**src/rtl/bsg_nasti_slave_if.sv**
```systemverilog
// NASTI responder-side bus bundle: AW/W/AR requests, R/B responses, and the
// request/response packet ports toward the channel tunnel.
interface bsg_nasti_slave_if #(
  parameter int addr_width_p = 32,
  parameter int data_width_p = 64,
  parameter int id_width_p   = 5
);
  localparam int pkt_width_p = 4 + id_width_p + data_width_p;

  logic                    nasti_aw_valid_i;
  logic [addr_width_p-1:0] nasti_aw_addr_i;
  logic [7:0]              nasti_aw_len_i;
  logic [id_width_p-1:0]   nasti_aw_id_i;
  logic                    nasti_aw_ready_o;

  logic                    nasti_w_valid_i;
  logic [data_width_p-1:0] nasti_w_data_i;
  logic                    nasti_w_last_i;
  logic                    nasti_w_ready_o;

  logic                    nasti_ar_valid_i;
  logic [addr_width_p-1:0] nasti_ar_addr_i;
  logic [7:0]              nasti_ar_len_i;
  logic [id_width_p-1:0]   nasti_ar_id_i;
  logic                    nasti_ar_ready_o;

  logic                    nasti_r_valid_o;
  logic [data_width_p-1:0] nasti_r_data_o;
  logic                    nasti_r_last_o;
  logic [id_width_p-1:0]   nasti_r_id_o;
  logic [1:0]              nasti_r_resp_o;
  logic                    nasti_r_ready_i;

  logic                    nasti_b_valid_o;
  logic [id_width_p-1:0]   nasti_b_id_o;
  logic [1:0]              nasti_b_resp_o;
  logic                    nasti_b_ready_i;

  logic                    req_v_o;
  logic [pkt_width_p-1:0]  req_data_o;
  logic                    req_yumi_i;

  logic                    resp_v_i;
  logic [pkt_width_p-1:0]  resp_data_i;
  logic                    resp_yumi_o;

  modport slave (
    input  nasti_aw_valid_i, nasti_aw_addr_i, nasti_aw_len_i, nasti_aw_id_i,
    output nasti_aw_ready_o,
    input  nasti_w_valid_i, nasti_w_data_i, nasti_w_last_i,
    output nasti_w_ready_o,
    input  nasti_ar_valid_i, nasti_ar_addr_i, nasti_ar_len_i, nasti_ar_id_i,
    output nasti_ar_ready_o,
    output nasti_r_valid_o, nasti_r_data_o, nasti_r_last_o, nasti_r_id_o, nasti_r_resp_o,
    input  nasti_r_ready_i,
    output nasti_b_valid_o, nasti_b_id_o, nasti_b_resp_o,
    input  nasti_b_ready_i,
    output req_v_o, req_data_o,
    input  req_yumi_i,
    input  resp_v_i, resp_data_i,
    output resp_yumi_o
  );

  modport master (
    output nasti_aw_valid_i, nasti_aw_addr_i, nasti_aw_len_i, nasti_aw_id_i,
    input  nasti_aw_ready_o,
    output nasti_w_valid_i, nasti_w_data_i, nasti_w_last_i,
    input  nasti_w_ready_o,
    output nasti_ar_valid_i, nasti_ar_addr_i, nasti_ar_len_i, nasti_ar_id_i,
    input  nasti_ar_ready_o,
    input  nasti_r_valid_o, nasti_r_data_o, nasti_r_last_o, nasti_r_id_o, nasti_r_resp_o,
    output nasti_r_ready_i,
    input  nasti_b_valid_o, nasti_b_id_o, nasti_b_resp_o,
    output nasti_b_ready_i,
    input  req_v_o, req_data_o,
    output req_yumi_i,
    output resp_v_i, resp_data_i,
    input  resp_yumi_o
  );
endinterface

```
**src/rtl/bsg_nasti_slave.sv**
```systemverilog
// Responder end of the FSB-tunnelled NASTI link: serializes AR/AW/W into request
// packets and unpacks R/B response packets. Optional macro: BSG_NASTI_SLAVE_RESP_CHECK_EN.
module bsg_nasti_slave #(
  parameter int addr_width_p = 32,
  parameter int data_width_p = 64,
  parameter int id_width_p   = 5,
  parameter int max_out_p    = 8
) (
  input  logic             clk_i,
  input  logic             reset_n_i,
  bsg_nasti_slave_if.slave bus,
  output logic             error_o
);
  localparam int pkt_width_p  = 4 + id_width_p + data_width_p;
  localparam int cnt_width_lp = $clog2(max_out_p) + 1;

  typedef enum logic [0:0] {IDLE = 1'b0, WDATA = 1'b1} state_e;

  function automatic logic [cnt_width_lp-1:0] f_cnt_next(
    input logic [cnt_width_lp-1:0] cnt, input logic inc, input logic dec);
    logic [cnt_width_lp-1:0] res;
    res = cnt;
    if (inc && !dec) res = cnt + cnt_width_lp'(1);
    else if (dec && !inc && (cnt != '0)) res = cnt - cnt_width_lp'(1);
    else res = cnt;
    return res;
  endfunction

  state_e                   r_state, w_state_next;
  logic                     r_prio;
  logic                     r_req_v;
  logic [pkt_width_p-1:0]   r_req_data;
  logic [id_width_p-1:0]    r_wid;
  logic [cnt_width_lp-1:0]  r_rd_cnt, r_wr_cnt;
  logic                     w_slot_free, w_ar_elig, w_aw_elig;
  logic                     w_grant_ar, w_grant_aw, w_grant_w;
  logic                     w_ar_hs, w_aw_hs, w_w_hs, w_r_last_hs, w_b_hs;
  logic [data_width_p-1:0]  w_ar_payload, w_aw_payload;
  logic [1:0]               w_rsp_type;
  logic                     w_is_r, w_is_b, w_is_rsv, w_r_bad, w_b_bad;
  logic                     w_r_valid, w_b_valid;

  assign w_slot_free = !r_req_v || bus.req_yumi_i;
  assign w_ar_elig   = bus.nasti_ar_valid_i && (r_rd_cnt < cnt_width_lp'(max_out_p));
  assign w_aw_elig   = bus.nasti_aw_valid_i && (r_wr_cnt < cnt_width_lp'(max_out_p));

  // FSM state register
  always_ff @(posedge clk_i or negedge reset_n_i) begin
    if (!reset_n_i) r_state <= IDLE;
    else            r_state <= w_state_next;
  end

  // FSM next-state logic
  always_comb begin
    w_state_next = r_state;
    case (r_state)
      IDLE:    w_state_next = w_aw_hs ? WDATA : IDLE;
      WDATA:   w_state_next = (w_w_hs && bus.nasti_w_last_i) ? IDLE : WDATA;
      default: w_state_next = IDLE;
    endcase
  end

  // FSM outputs: round-robin grant in IDLE, W channel in WDATA
  always_comb begin
    w_grant_ar = 1'b0;
    w_grant_aw = 1'b0;
    w_grant_w  = 1'b0;
    case (r_state)
      IDLE: begin
        w_grant_ar = w_ar_elig && (!w_aw_elig || !r_prio);
        w_grant_aw = w_aw_elig && (!w_ar_elig ||  r_prio);
      end
      WDATA:   w_grant_w = 1'b1;
      default: w_grant_w = 1'b0;
    endcase
  end

  assign bus.nasti_ar_ready_o = w_slot_free && w_grant_ar;
  assign bus.nasti_aw_ready_o = w_slot_free && w_grant_aw;
  assign bus.nasti_w_ready_o  = w_slot_free && w_grant_w;
  assign w_ar_hs = bus.nasti_ar_valid_i && bus.nasti_ar_ready_o;
  assign w_aw_hs = bus.nasti_aw_valid_i && bus.nasti_aw_ready_o;
  assign w_w_hs  = bus.nasti_w_valid_i  && bus.nasti_w_ready_o;

  // Zero-extend {len, addr} into the packet payload
  always_comb begin
    w_ar_payload = '0;
    w_aw_payload = '0;
    w_ar_payload[addr_width_p+7:0] = {bus.nasti_ar_len_i, bus.nasti_ar_addr_i};
    w_aw_payload[addr_width_p+7:0] = {bus.nasti_aw_len_i, bus.nasti_aw_addr_i};
  end

  // Request packet register; W packets reuse the id of the burst's AW
  always_ff @(posedge clk_i or negedge reset_n_i) begin
    if (!reset_n_i) begin
      r_req_v    <= 1'b0;
      r_req_data <= '0;
      r_wid      <= '0;
    end else if (w_ar_hs) begin
      r_req_v    <= 1'b1;
      r_req_data <= {2'b00, 2'b00, bus.nasti_ar_id_i, w_ar_payload};
    end else if (w_aw_hs) begin
      r_req_v    <= 1'b1;
      r_req_data <= {2'b01, 2'b00, bus.nasti_aw_id_i, w_aw_payload};
      r_wid      <= bus.nasti_aw_id_i;
    end else if (w_w_hs) begin
      r_req_v    <= 1'b1;
      r_req_data <= {1'b1, bus.nasti_w_last_i, 2'b00, r_wid, bus.nasti_w_data_i};
    end else if (bus.req_yumi_i) begin
      r_req_v    <= 1'b0;
    end
  end

  assign bus.req_v_o    = r_req_v;
  assign bus.req_data_o = r_req_data;

  // Arbitration priority and outstanding-transaction counters
  always_ff @(posedge clk_i or negedge reset_n_i) begin
    if (!reset_n_i) begin
      r_prio   <= 1'b0;
      r_rd_cnt <= '0;
      r_wr_cnt <= '0;
    end else begin
      if (w_ar_hs || w_aw_hs) r_prio <= ~r_prio;
      r_rd_cnt <= f_cnt_next(r_rd_cnt, w_ar_hs, w_r_last_hs);
      r_wr_cnt <= f_cnt_next(r_wr_cnt, w_aw_hs, w_b_hs);
    end
  end

  assign w_rsp_type = bus.resp_data_i[pkt_width_p-1 -: 2];
  assign w_is_r     = bus.resp_v_i && !w_rsp_type[1];
  assign w_is_b     = bus.resp_v_i && (w_rsp_type == 2'b10);
  assign w_is_rsv   = bus.resp_v_i && (w_rsp_type == 2'b11);

`ifdef BSG_NASTI_SLAVE_RESP_CHECK_EN
  logic r_error;
  assign w_r_bad = w_is_r && (r_rd_cnt == '0);
  assign w_b_bad = w_is_b && (r_wr_cnt == '0);

  // Sticky protocol error on unexpected or reserved responses
  always_ff @(posedge clk_i or negedge reset_n_i) begin
    if (!reset_n_i) r_error <= 1'b0;
    else            r_error <= r_error | w_r_bad | w_b_bad | w_is_rsv;
  end
  assign error_o = r_error;
`else
  assign w_r_bad = 1'b0;
  assign w_b_bad = 1'b0;
  assign error_o = 1'b0;
`endif

  assign w_r_valid   = w_is_r && !w_r_bad;
  assign w_b_valid   = w_is_b && !w_b_bad;
  assign w_r_last_hs = w_r_valid && bus.nasti_r_ready_i && w_rsp_type[0];
  assign w_b_hs      = w_b_valid && bus.nasti_b_ready_i;

  assign bus.nasti_r_valid_o = w_r_valid;
  assign bus.nasti_r_last_o  = (w_rsp_type == 2'b01);
  assign bus.nasti_r_data_o  = bus.resp_data_i[data_width_p-1:0];
  assign bus.nasti_r_id_o    = bus.resp_data_i[data_width_p +: id_width_p];
  assign bus.nasti_r_resp_o  = bus.resp_data_i[data_width_p+id_width_p +: 2];
  assign bus.nasti_b_valid_o = w_b_valid;
  assign bus.nasti_b_id_o    = bus.resp_data_i[data_width_p +: id_width_p];
  assign bus.nasti_b_resp_o  = bus.resp_data_i[data_width_p+id_width_p +: 2];
  assign bus.resp_yumi_o     = (w_is_r && (bus.nasti_r_ready_i || w_r_bad))
                             || (w_is_b && (bus.nasti_b_ready_i || w_b_bad))
                             || w_is_rsv;
endmodule

```
**src/flat_wrapper.sv**
```systemverilog
// flat-port wrapper written by rule: the top's interface ports become plain ports
module bsg_nasti_slave_flat 
#(
  parameter int addr_width_p = 32,
  parameter int data_width_p = 64,
  parameter int id_width_p   = 5,
  parameter int max_out_p    = 8
)
  (clk_i, reset_n_i, error_o, bus_nasti_aw_valid_i, bus_nasti_aw_addr_i, bus_nasti_aw_len_i, bus_nasti_aw_id_i, bus_nasti_aw_ready_o, bus_nasti_w_valid_i, bus_nasti_w_data_i, bus_nasti_w_last_i, bus_nasti_w_ready_o, bus_nasti_ar_valid_i, bus_nasti_ar_addr_i, bus_nasti_ar_len_i, bus_nasti_ar_id_i, bus_nasti_ar_ready_o, bus_nasti_r_valid_o, bus_nasti_r_data_o, bus_nasti_r_last_o, bus_nasti_r_id_o, bus_nasti_r_resp_o, bus_nasti_r_ready_i, bus_nasti_b_valid_o, bus_nasti_b_id_o, bus_nasti_b_resp_o, bus_nasti_b_ready_i, bus_req_v_o, bus_req_data_o, bus_req_yumi_i, bus_resp_v_i, bus_resp_data_i, bus_resp_yumi_o);
  bsg_nasti_slave_if #(.addr_width_p(addr_width_p), .data_width_p(data_width_p), .id_width_p(id_width_p)) bus_i ();
  input  logic clk_i;
  input  logic reset_n_i;
  output logic error_o;
  input wire logic [$bits(bus_i.nasti_aw_valid_i)-1:0] bus_nasti_aw_valid_i;
  input wire logic [$bits(bus_i.nasti_aw_addr_i)-1:0] bus_nasti_aw_addr_i;
  input wire logic [$bits(bus_i.nasti_aw_len_i)-1:0] bus_nasti_aw_len_i;
  input wire logic [$bits(bus_i.nasti_aw_id_i)-1:0] bus_nasti_aw_id_i;
  output wire logic [$bits(bus_i.nasti_aw_ready_o)-1:0] bus_nasti_aw_ready_o;
  input wire logic [$bits(bus_i.nasti_w_valid_i)-1:0] bus_nasti_w_valid_i;
  input wire logic [$bits(bus_i.nasti_w_data_i)-1:0] bus_nasti_w_data_i;
  input wire logic [$bits(bus_i.nasti_w_last_i)-1:0] bus_nasti_w_last_i;
  output wire logic [$bits(bus_i.nasti_w_ready_o)-1:0] bus_nasti_w_ready_o;
  input wire logic [$bits(bus_i.nasti_ar_valid_i)-1:0] bus_nasti_ar_valid_i;
  input wire logic [$bits(bus_i.nasti_ar_addr_i)-1:0] bus_nasti_ar_addr_i;
  input wire logic [$bits(bus_i.nasti_ar_len_i)-1:0] bus_nasti_ar_len_i;
  input wire logic [$bits(bus_i.nasti_ar_id_i)-1:0] bus_nasti_ar_id_i;
  output wire logic [$bits(bus_i.nasti_ar_ready_o)-1:0] bus_nasti_ar_ready_o;
  output wire logic [$bits(bus_i.nasti_r_valid_o)-1:0] bus_nasti_r_valid_o;
  output wire logic [$bits(bus_i.nasti_r_data_o)-1:0] bus_nasti_r_data_o;
  output wire logic [$bits(bus_i.nasti_r_last_o)-1:0] bus_nasti_r_last_o;
  output wire logic [$bits(bus_i.nasti_r_id_o)-1:0] bus_nasti_r_id_o;
  output wire logic [$bits(bus_i.nasti_r_resp_o)-1:0] bus_nasti_r_resp_o;
  input wire logic [$bits(bus_i.nasti_r_ready_i)-1:0] bus_nasti_r_ready_i;
  output wire logic [$bits(bus_i.nasti_b_valid_o)-1:0] bus_nasti_b_valid_o;
  output wire logic [$bits(bus_i.nasti_b_id_o)-1:0] bus_nasti_b_id_o;
  output wire logic [$bits(bus_i.nasti_b_resp_o)-1:0] bus_nasti_b_resp_o;
  input wire logic [$bits(bus_i.nasti_b_ready_i)-1:0] bus_nasti_b_ready_i;
  output wire logic [$bits(bus_i.req_v_o)-1:0] bus_req_v_o;
  output wire logic [$bits(bus_i.req_data_o)-1:0] bus_req_data_o;
  input wire logic [$bits(bus_i.req_yumi_i)-1:0] bus_req_yumi_i;
  input wire logic [$bits(bus_i.resp_v_i)-1:0] bus_resp_v_i;
  input wire logic [$bits(bus_i.resp_data_i)-1:0] bus_resp_data_i;
  output wire logic [$bits(bus_i.resp_yumi_o)-1:0] bus_resp_yumi_o;
  assign bus_i.nasti_aw_valid_i = bus_nasti_aw_valid_i;
  assign bus_i.nasti_aw_addr_i = bus_nasti_aw_addr_i;
  assign bus_i.nasti_aw_len_i = bus_nasti_aw_len_i;
  assign bus_i.nasti_aw_id_i = bus_nasti_aw_id_i;
  assign bus_nasti_aw_ready_o = bus_i.nasti_aw_ready_o;
  assign bus_i.nasti_w_valid_i = bus_nasti_w_valid_i;
  assign bus_i.nasti_w_data_i = bus_nasti_w_data_i;
  assign bus_i.nasti_w_last_i = bus_nasti_w_last_i;
  assign bus_nasti_w_ready_o = bus_i.nasti_w_ready_o;
  assign bus_i.nasti_ar_valid_i = bus_nasti_ar_valid_i;
  assign bus_i.nasti_ar_addr_i = bus_nasti_ar_addr_i;
  assign bus_i.nasti_ar_len_i = bus_nasti_ar_len_i;
  assign bus_i.nasti_ar_id_i = bus_nasti_ar_id_i;
  assign bus_nasti_ar_ready_o = bus_i.nasti_ar_ready_o;
  assign bus_nasti_r_valid_o = bus_i.nasti_r_valid_o;
  assign bus_nasti_r_data_o = bus_i.nasti_r_data_o;
  assign bus_nasti_r_last_o = bus_i.nasti_r_last_o;
  assign bus_nasti_r_id_o = bus_i.nasti_r_id_o;
  assign bus_nasti_r_resp_o = bus_i.nasti_r_resp_o;
  assign bus_i.nasti_r_ready_i = bus_nasti_r_ready_i;
  assign bus_nasti_b_valid_o = bus_i.nasti_b_valid_o;
  assign bus_nasti_b_id_o = bus_i.nasti_b_id_o;
  assign bus_nasti_b_resp_o = bus_i.nasti_b_resp_o;
  assign bus_i.nasti_b_ready_i = bus_nasti_b_ready_i;
  assign bus_req_v_o = bus_i.req_v_o;
  assign bus_req_data_o = bus_i.req_data_o;
  assign bus_i.req_yumi_i = bus_req_yumi_i;
  assign bus_i.resp_v_i = bus_resp_v_i;
  assign bus_i.resp_data_i = bus_resp_data_i;
  assign bus_resp_yumi_o = bus_i.resp_yumi_o;
  bsg_nasti_slave #(.addr_width_p(addr_width_p), .data_width_p(data_width_p), .id_width_p(id_width_p), .max_out_p(max_out_p)) u_core (.clk_i(clk_i), .reset_n_i(reset_n_i), .bus(bus_i), .error_o(error_o));
endmodule
```
**config.mk**
```make
export PLATFORM = sky130hd
export DESIGN_NAME = bsg_nasti_slave_flat
export DESIGN_NICKNAME = d
export VERILOG_FILES = /design/src/rtl/bsg_nasti_slave_if.sv /design/src/rtl/bsg_nasti_slave.sv /design/src/flat_wrapper.sv
export SDC_FILE = /design/constraint.sdc
export NUM_CORES = 1
export LEC_CHECK = 0
export ABC_AREA = 1
export BUFFER_PORTS_ARGS = -buffer_cell sky130_fd_sc_hd__buf_4
export CAP_MARGIN = 5
export CORE_AREA = 2 2 152 154
export CTS_CLUSTER_SIZE = 40
export DETAILED_ROUTE_END_ITERATION = 8
export DIE_AREA = 0 0 154 156
export GPL_TIMING_DRIVEN = 0
export SYNTH_ARGS = -nofsm -noshare
export SYNTH_HDL_FRONTEND = slang
export SYNTH_SLANG_ARGS = --single-unit
```
**constraint.sdc**
```tcl
create_clock -name clk_i -period 2.1 [get_ports clk_i]
set_clock_uncertainty 0.2 [all_clocks]
set_input_delay 0.315 -clock clk_i [delete_from_list [all_inputs] [get_ports clk_i]]
set_output_delay 0.315 -clock clk_i [all_outputs]
set_load 0.005 [all_outputs]
```
==> out/results.ini <==
[power]
p_sw_uw = 3880
p_comb_share_pct = 51.9
internal-power_uw = 6300
power_uw = 10200
p_seq_share_pct = 30.1
pwr_density_cell_mw_per_mm2 = 1150
p_leak_uw = 0.00488
netSwitchingFraction_pct = 38.1
ir_drop_mv = 0.356
pwr-share-clk_pct = 18.0

[sta]
slew_violations = 0
setup_ws_ns = -0.00819
fin_setup_tns_ns = -0.0124
finalSetupViolCount = 3
min_period_ns = 2.11
tightest_slew_ns = 1.15
slew-limit-headroom_pct = 23.3
rsz0062_at_grt = true
hold_violations = 6
hold_ws_ns = -0.0103
min_period_over_period_pct = 100
fmax_ghz = 0.474

[routing]
drc = 0
wl_per_cell_um = 14.7
drt_wl_total_um = 20000
vias = 5715
final_antenna_net_count = 0
viasPerCell = 4.20
drt-initial-drc-count = 222
drtPass1Iterations = 4

[cts]
cts_sinks = 87
clock_latency_ns = 0.34
max-clock-path-buffers = 2
htreeDepth = 3
cts_buffers = 9
clk_pin_slew_ns = 0.07
cts_tree = done
cts-root-buf = clkbuf_16

[worst_setup_path]
critPathLaunchType = flip-flop
path_max_fanout = 10
crit_type = reg -> reg
timing.rr.start = u_core.r_state
r2r_setup_slack_ns = -0.008
required_ns = 2.12
reg2reg_depth = 10
critPathArrivalTime_ns = 2.13
reg2reg_to = u_core.bus.req_data_o[47]
endpoint_kind = flip-flop

[placement]
port_buffers = 322
gp_congestion = 0.753
dpl.hpwl_um = 15500
place_ws_ns = -0.476

[die]
die_x_um = 154
dieArea_mm2 = 0.0240
initial_core_util_pct = 22.9
fp-row-count = 55
die_h_um = 156
core_area_mm2 = 0.0224
ios = 397

[grt]
grt_max_degree = 88
grt_antenna_before_repair = 0
gr-total-overflow = 0
grt_pass1_vias = 5473
grt_pass1_wl_um = 29500
track_usage_pct = 15.9

[status]
outcome = complete, but fails checks
violations = negative hold slack, negative setup slack

[final_layout]
nNetsFinal = 1316
area_growth_pct = 73.1
final.fill_count = 2329
drive_above_1_share_pct = 45.2
diodes = 0

[logic_synthesis]
syn_inst = 693
syn_area_mm2 = 0.00511
yosys.area_share.simple_pct = 36.4
synth-compound-area-share_pct = 2.05
yosysWarnings = 0
synth.area.top_cells = dfrtp_1, nand2_1, buf_4
synthAdderAreaFrac_pct = 1.76
synthMuxAreaShare_pct = 0
ys_ff_latch = 87
yosysSeqAreaShare_pct = 42.6
yosysTopAreaCellShare_pct = 42.6
synth-xor-area-share_pct = 0.685
yosys.cell_types.count = 29
synth_top_family_by_area = simple AND/OR/NAND/NOR gates
synth_area_per_cell_um2 = 7.38
synth_top_area_cell = dfrtp_1

[flow_run]
maxCapViolCount = 0

[worst_hold_path]
hold_path.class = in -> async

metal layers:
metal / wire length [um] / track usage [%]
met5: 0 / 0
met1: 7940 / 18.5
met3: 1430 / 3.58
met2: 10500 / 29.7
met4: 153 / 3.83
registers in the layout, summed over array words and instances, names as in the netlist:
signal / count
u_core.bus.req_data_o: 71
u_core.bus.req_v_o: 1
u_core.r_prio: 1
u_core.r_rd_cnt: 4
u_core.r_state: 1
u_core.r_wid: 5
u_core.r_wr_cnt: 4
final cells by class:
cell class	count	area [um^2]	area share (%)
clock buffers	11	233	2.63
inverters	20	92.6	1.05
plain buffers	111	813	9.18
multi-input cells	475	2240	25.3
clock inverters	4	95.1	1.07
well taps	285	357	4.03
flip-flops and latches	87	2180	24.6
repair buffers	369	2850	32.2
through the flow:
stage | hold slack (ns) | std cells | instance area, um^2 | utilization (%)
2_1_floorplan | -0.181 | 695 | 5140 | -
3_3_place_gp | 0.255 | 1302 | 7920 | 35.4
3_5_place_dp | 0.261 | 1302 | 7920 | 35.4
4_1_cts | 0.00265 | 1355 | 8750 | 39.1
5_1_grt | 0.0177 | 1362 | 8860 | 39.6
6_report | -0.0103 | 1362 | 8860 | 39.6
worst max-delay path, cell delays in order, from the launching register on:
cell and delay, ns:
dfrtp_2 0.44, a21oi_4 0.19, buf_4 0.14, buf_6 0.09, nand3_4 0.19, nand3_4 0.20, inv_4 0.08, buf_8 0.16
buf_4 0.18, nand2_1 0.06, nand2_1 0.05
what timing repair did:
item,CTS,global route
hold buffers,30,0
endpoints found under the hold margin,30,0
gates resized for setup,38,33
endpoints found under the setup margin,80,64
setup buffers,8,9
pin swaps,8,8
cloned,0,0
layout by cell type, fill, tap and decap left out, types with 6 or more instances in the layout:
master	synthesis	final
buf_4	85	423
nand2_1	331	328
dfrtp_1	87	85
nand3_1	83	81
dlygate4sd3_1	0	30
inv_1	17	16
nor2_1	12	10
clkbuf_16	0	9
buf_2	12	8
a21oi_1	7	6
clkbuf_2	0	6
nand3b_1	6	6
cell families (layout without fill, tap and decap cells):
| kind of cell | after synthesis | after routing |
|---|---|---|
| AO/OA/AOI/OAI | 16 | 16 |
| XOR/XNOR | 4 | 4 |
| adder cells (fa/ha/maj) | 6 | 6 |
| buffers and inverters | 133 | 515 |
| flip-flops | 87 | 87 |
| other | 1 | 3 |
| AND/OR/NAND/NOR | 446 | 446 |
power groups by stage:
stage	Combinational [uW]	Clock [uW]	Sequential (uW)
2_1_floorplan	2450	0	3050
3_3_place_gp	4800	0	3030
3_5_place_dp	4870	0	3040
4_1_cts	5210	1900	3060
5_1_grt	5930	1960	3170
6_report	5280	1830	3070
worst max-delay path by stage:
stage | from | end | slack, ns | depth (start not counted)
floorplan | u_core.bus.req_v_o | u_core.r_wr_cnt[3] | 0.01 | 10
global placement | bus_req_yumi_i | u_core.r_wr_cnt[3] | -0.45 | 12
detailed placement | bus_req_yumi_i | u_core.r_rd_cnt[3] | -0.48 | 14
CTS | u_core.bus.req_v_o | u_core.r_wr_cnt[3] | -0.06 | 10
global route | u_core.bus.req_v_o | u_core.r_wr_cnt[3] | -0.13 | 11
finish | u_core.r_state | u_core.bus.req_data_o[47] | -0.008 | 10
synthesized netlist by cell type:
cell type  instances
a21oi_1            7
a21oi_4            1
and2_0             1
buf_1              1
buf_2             12
buf_4             85
buf_6              1
clkbuf_1          14
conb_1             1
dfrtp_1           87
fa_1               2
ha_1               4
inv_1             17
inv_2              3
nand2_1          331
nand3_1           83
nand3_2            4
nand3b_1           6
nand3b_4           1
nand4_1            5
nor2_1            12
nor2_2             1
nor3_1             1
o211ai_1           4
o21ai_0            1
o21ai_1            2
o311ai_0           1
or2_2              1
xor2_1             4
(Power assumes the default switching activity.)
